--- src/rtl/dsr_bitslip_ctrl.sv ---
// dsr_bitslip_ctrl: turns align-FSM pulses into stretched SERDES reset, rate-limited queued BITSLIP pulses, slip counters and a settled pipeline enable
module dsr_bitslip_ctrl #(
  parameter int SLIP_GAP    = 4,
  parameter int DSR_RST_LEN = 4,
  parameter int WIDTH       = 8,
  parameter int MAX_PEND    = 3
) (
  input  logic       clk_i,
  input  logic       rst_n_i,
  input  logic       dsr_rst_i,
  input  logic       bit_slip_evn_i,
  input  logic       bit_slip_odd_i,
  input  logic       strt_pipe_i,
  input  logic       aligned_i,
  output logic       serdes_rst_o,
  output logic       slip_evn_o,
  output logic       slip_odd_o,
  output logic [3:0] slip_cnt_evn_o,
  output logic [3:0] slip_cnt_odd_o,
  output logic       pipe_en_o,
  output logic       busy_o,
  output logic       ovfl_o
);
  typedef enum logic [1:0] {IDLE, RSTH, RSTWAIT, RUN} state_t;
  state_t state_q, state_d;
  logic [3:0] rcnt_q, rcnt_d;
  logic serdes_rst_q, pipe_en_q, pipe_en_d, arm_q, arm_d, ovfl_q, run_en, quiet, fire;
  logic [1:0] req, slip_q, drop;
  logic [1:0] pend_q [2];
  logic [3:0] gap_q [2];
  logic [3:0] cnt_q [2];
  always_comb begin
    state_d = state_q;
    rcnt_d = rcnt_q;
    case (state_q)
      IDLE: state_d = dsr_rst_i ? RSTH : IDLE;
      RSTH: if (!dsr_rst_i) begin
        state_d = RSTWAIT;
        rcnt_d = 4'(DSR_RST_LEN - 1);
      end
      RSTWAIT: if (dsr_rst_i) state_d = RSTH;
        else if (rcnt_q == 4'd0) state_d = RUN;
        else rcnt_d = rcnt_q - 4'd1;
      RUN: state_d = dsr_rst_i ? RSTH : RUN;
      default: state_d = IDLE;
    endcase
  end
  // a DSR_RST seen in RUN already freezes and flushes the engines at this edge
  assign run_en = (state_q == RUN) && !dsr_rst_i;
  assign req = {bit_slip_odd_i, bit_slip_evn_i};
  for (genvar i = 0; i < 2; i++) begin : g_lane
    logic issue;
    logic [1:0] pend_d;
    logic [3:0] gap_d, cnt_d;
    assign issue = run_en && pend_q[i] != 2'd0 && gap_q[i] == 4'd0;
    // a full queue still accepts a request in the cycle it issues
    assign drop[i] = run_en && req[i] && !issue && pend_q[i] == 2'(MAX_PEND);
    always_comb begin
      pend_d = pend_q[i] + 2'(run_en && req[i] && !drop[i]) - 2'(issue);
      gap_d = issue ? 4'(SLIP_GAP - 1) : gap_q[i] - 4'(gap_q[i] != 4'd0);
      cnt_d = !issue ? cnt_q[i] : (cnt_q[i] == 4'(WIDTH - 1)) ? 4'd0 : cnt_q[i] + 4'd1;
    end
    always_ff @(posedge clk_i) begin
      if (!rst_n_i || !run_en) begin
        pend_q[i] <= '0;
        gap_q[i] <= '0;
        cnt_q[i] <= '0;
        slip_q[i] <= 1'b0;
      end else begin
        pend_q[i] <= pend_d;
        gap_q[i] <= gap_d;
        cnt_q[i] <= cnt_d;
        slip_q[i] <= issue;
      end
    end
  end
  assign quiet = pend_q[0] == 2'd0 && pend_q[1] == 2'd0 && gap_q[0] == 4'd0 && gap_q[1] == 4'd0;
  assign fire = arm_q && aligned_i && quiet && !pipe_en_q;
  always_comb begin
    pipe_en_d = run_en && (pipe_en_q ? aligned_i : fire);
    arm_d = run_en && !fire && (arm_q || (strt_pipe_i && !pipe_en_q));
  end
  always_ff @(posedge clk_i) begin
    if (!rst_n_i) begin
      state_q <= IDLE;
      rcnt_q <= '0;
      serdes_rst_q <= 1'b0;
      pipe_en_q <= 1'b0;
      arm_q <= 1'b0;
      ovfl_q <= 1'b0;
    end else begin
      state_q <= state_d;
      rcnt_q <= rcnt_d;
      serdes_rst_q <= state_d == RSTH || state_d == RSTWAIT;
      pipe_en_q <= pipe_en_d;
      arm_q <= arm_d;
      ovfl_q <= ovfl_q || (|drop);
    end
  end
  assign serdes_rst_o = serdes_rst_q;
  assign slip_evn_o = slip_q[0];
  assign slip_odd_o = slip_q[1];
  assign slip_cnt_evn_o = cnt_q[0];
  assign slip_cnt_odd_o = cnt_q[1];
  assign pipe_en_o = pipe_en_q;
  assign ovfl_o = ovfl_q;
  assign busy_o = serdes_rst_q || pend_q[0] != 2'd0 || pend_q[1] != 2'd0 || gap_q[0] != 4'd0 || gap_q[1] != 4'd0;
endmodule

--- config.mk ---
export PLATFORM = sky130hd
export DESIGN_NAME = dsr_bitslip_ctrl
export DESIGN_NICKNAME = d
export VERILOG_FILES = /design/src/rtl/dsr_bitslip_ctrl.sv
export SDC_FILE = /design/constraint.sdc
export NUM_CORES = 1
export LEC_CHECK = 0
export ABC_AREA = 1
export BUFFER_PORTS_ARGS = -buffer_cell sky130_fd_sc_hd__buf_2
export CORE_ASPECT_RATIO = 1.2
export CORE_MARGIN = 5
export CORE_UTILIZATION = 50
export DETAILED_ROUTE_END_ITERATION = 8
export PLACE_DENSITY = 0.75
export SYNTH_ARGS = -nofsm -noshare
export SYNTH_HDL_FRONTEND = slang
export SYNTH_SLANG_ARGS = --single-unit
--- constraint.sdc ---
create_clock -name clk_i -period 4.5 [get_ports clk_i]
set_input_delay 1.125 -clock clk_i [delete_from_list [all_inputs] [get_ports clk_i]]
set_output_delay 1.125 -clock clk_i [all_outputs]
set_load 0.02 [all_outputs]
==> impl_metrics.json <==
{
  "ioPinCount": 21,
  "grt_antenna_before_repair": 0,
  "crit_path_max_incr_delay_ns": 0.32,
  "cts_setup_buffers": 0,
  "synth_compound_area_frac": 0.0998,
  "synth_flop_cell": "dfxtp_1",
  "synth_xor_xnor_area_share": 0.0424,
  "synth_most_common_cell": "nand2_1",
  "max_freq_mhz": 401,
  "overflow": 0,
  "std_cell_rows": 23,
  "syn_nets": 234,
  "syn_to_final_growth_pct": 12.3,
  "grt_pass1_wl_um": 5430,
  "gp_congestion": 0.860,
  "status": "finished clean",
  "dp_hpwl_um": 2350,
  "power.switching_mw": 0.108,
  "cts.clk_slew.worst_paths_ns": 0.06,
  "holdPathStages": 2,
  "r2r_slack_ns": 2.57,
  "worstHoldStart": "cnt_q[0][2]",
  "drive_gt1_frac": 0.197,
  "htree_levels": 2,
  "die_area_mm2": 0.00456,
  "drc": 0,
  "port_buffers": 20,
  "finalSetupTns_ns": 0,
  "cts_tree": "yes",
  "cts_resized": 0,
  "tightest_slew_ns": 0.595,
  "post-route-period-util": 0.555,
  "yosysTopAreaCell": "dfxtp_1",
  "syn_area_mm2": 0.00165,
  "worstPathRequired_ns": 3.38,
  "use_met2": 0.258,
  "netSwitchingFraction": 0.215,
  "grt-busiest-layer": "met2",
  "die_w_um": 62.5,
  "seqPwrFrac": 0.575,
  "vias": 1360,
  "internal-power_mw": 0.394,
  "start_kind": "flop",
  "ys_ff_latch": 32,
  "cp_max_fo": 3,
  "worst_r2r_endpoint": "pend_q[1][1]",
  "place_ws_ns": 1.72,
  "synth_top_area_share": 0.387,
  "cpLargestDelayFamily": "simple AND/OR/NAND/NOR gates",
  "power_density_mw_per_mm2": 270,
  "path_class": "flop to primary output",
  "setup_viol": 0,
  "fillers": 321,
  "finalNetCount": 260,
  "fp.dieH_um": 73.0,
  "final_antenna_net_count": 0,
  "path_cells": "nor2_1 > inv_1 > nor3_1 > nand3_1 > buf_2",
  "post_drt_wl_per_cell_um": 10.9,
  "critPathBufInv": 2,
  "clk_latency_ns": 0.28,
  "min_period_ns": 2.50,
  "synthTopCellsByArea": "dfxtp_1 39%, ha_1 9.1%, nand2_1 8.6%",
  "n_antenna_cell": 0,
  "use_met1": 0.167,
  "skew_ns": 0.00307,
  "synth_top_family_by_area": "simple AND/OR/NAND/NOR gates",
  "rsz0062_at_grt": "no",
  "regToRegStartpoint": "gap_q[1][2]",
  "hold_end": "cnt_q[0][2]",
  "cp_slowest_cell": "dfxtp_1",
  "initial_core_util": 0.504,
  "ff2ff_path_depth": 11,
  "synth-simple-area-share": 0.290,
  "ys_warn_count": 0,
  "drv_slew": 0,
  "crit_start": "pend_q[1][0]",
  "power_frac_comb": 0.045,
  "drt_wl_total_um": 3000,
  "power_frac_clock": 0.380,
  "clock_tree.root_cell": "clkbuf_8",
  "synth.distinct_cells": 26,
  "grt_pass1_vias": 1279,
  "track_usage": 0.150,
  "synth_mux_area_frac": 0,
  "end_kind": "primary output",
  "vias_per_cell": 4.93,
  "finalHoldViolCount": 0,
  "cts_hold_buf": 0,
  "syn_avg_cell_area_um2": 7.69,
  "numClockSinks": 32,
  "met3_usage": 0.0401,
  "synth_commonest_cells": "38 x nand2_1, 33 x inv_1, 32 x dfxtp_1, 32 x nor2_1",
  "cts_buffers": 5,
  "hold_class": "flop to flop",
  "syn_inst": 215,
  "cts_buffer_depth": 2,
  "grt_max_degree": 13,
  "drt_iter0_drc": 35,
  "maxSlewHeadroom": 0.603,
  "async_reset_ff_frac": 0,
  "arrival_ns": 1.37,
  "first_pass_iters": 4,
  "core_area_mm2": 0.00328,
  "synth-edff-count": 0,
  "drv_cap": 0,
  "synth_fa_ha_area_frac": 0.0908,
  "fin_ws_ns": 2.00,
  "synth-seq-area-share": 0.387,
  "vdd_drop_max_uv": 210,
  "cellLeakagePower_nw": 0.813
}
[flip-flops by register name, summed over array words and instances, names as in the netlist]
register	count
slip_evn_o	1
serdes_rst_o	1
slip_odd_o	1
pipe_en_o	1
cnt_q	8
ovfl_o	1
gap_q	8
pend_q	4
arm_q	1
rcnt_q	4
state_q	2
[worst register-to-register path, delay by kind of cell (launching register included)]
kind                     cells  cell delay [ns]
AO/OA/AOI/OAI                2             0.20
XOR/XNOR                     1             0.26
buffers and inverters        3             0.23
adder cells (fa/ha/maj)      2             0.47
AND/OR/NAND/NOR              3             0.37
flip-flops                   1             0.35
[cell type report]
cell class	count	area (um2)	share of cell area
inverter	36	138	0.0741
multi-input combinational	146	865	0.465
clock buffer	5	68.8	0.0370
sequential	32	641	0.345
timing repair buffer	20	100	0.0539
tap	37	46.3	0.0249
[worst max path at each step]
stage              endpoint  slack (ns)  cells after the start
2_1_floorplan  pend_q[1][1]        2.01                     11
3_3_place_gp   pend_q[1][1]        1.81                     12
3_5_place_dp   pend_q[1][1]        1.72                     12
4_1_cts              busy_o        1.99                      5
5_1_grt              busy_o        1.86                      5
6_report             busy_o        2.00                      5
[layer usage]
| layer | part of all wire | vias up | wire length [um] |
|---|---|---|---|
| met4 | 0.025 | 0 | 74 |
| met1 | 0.44 | 610 | 1310 |
| met5 | 0 | - | 0 |
| met2 | 0.50 | 20 | 1500 |
| li1 | - | 724 | - |
| met3 | 0.037 | 6 | 111 |
[layout by cell type, fill, tap and decap left out, drive strengths merged]
cell type / instances
nand2: 43
nor2: 37
inv: 34
dfxtp: 32
buf: 20
a21oi: 16
ha: 12
nand3: 12
o21ai: 8
xnor2: 5
clkbuf: 5
nand4: 4
xor2: 3
clkinv: 2
o21bai: 2
nor3b: 1
nor3: 1
nand3b: 1
and3: 1
[cell families after synthesis]
family                   after synthesis
adder cells (fa/ha/maj)               12
XOR/XNOR                               8
AO/OA/AOI/OAI                         26
AND/OR/NAND/NOR                      100
flip-flops                            32
buffers and inverters                 37
[per-stage QoR]
stage	hold WS [ns]	total power, mW	utilization	cell area, um2	instances
global placement	0.478	0.317	0.545	1790	271
CTS	0.493	0.513	0.566	1860	276
detailed placement	0.483	0.317	0.545	1790	271
global route	0.530	0.525	0.566	1860	276
finish	0.493	0.501	0.566	1860	276
floorplan	0.472	0.309	-	1650	215
[power groups by stage]
| stage | clock network (mW) | registers [mW] | logic, mW |
|---|---|---|---|
| 4_1_cts | 0.202 | 0.288 | 0.0228 |
| 3_5_place_dp | 0 | 0.295 | 0.0228 |
| 3_3_place_gp | 0 | 0.294 | 0.0226 |
| 5_1_grt | 0.211 | 0.289 | 0.0258 |
| 6_report | 0.190 | 0.288 | 0.0226 |
| 2_1_floorplan | 0 | 0.295 | 0.0146 |
Power figures use the tool's default switching activity.
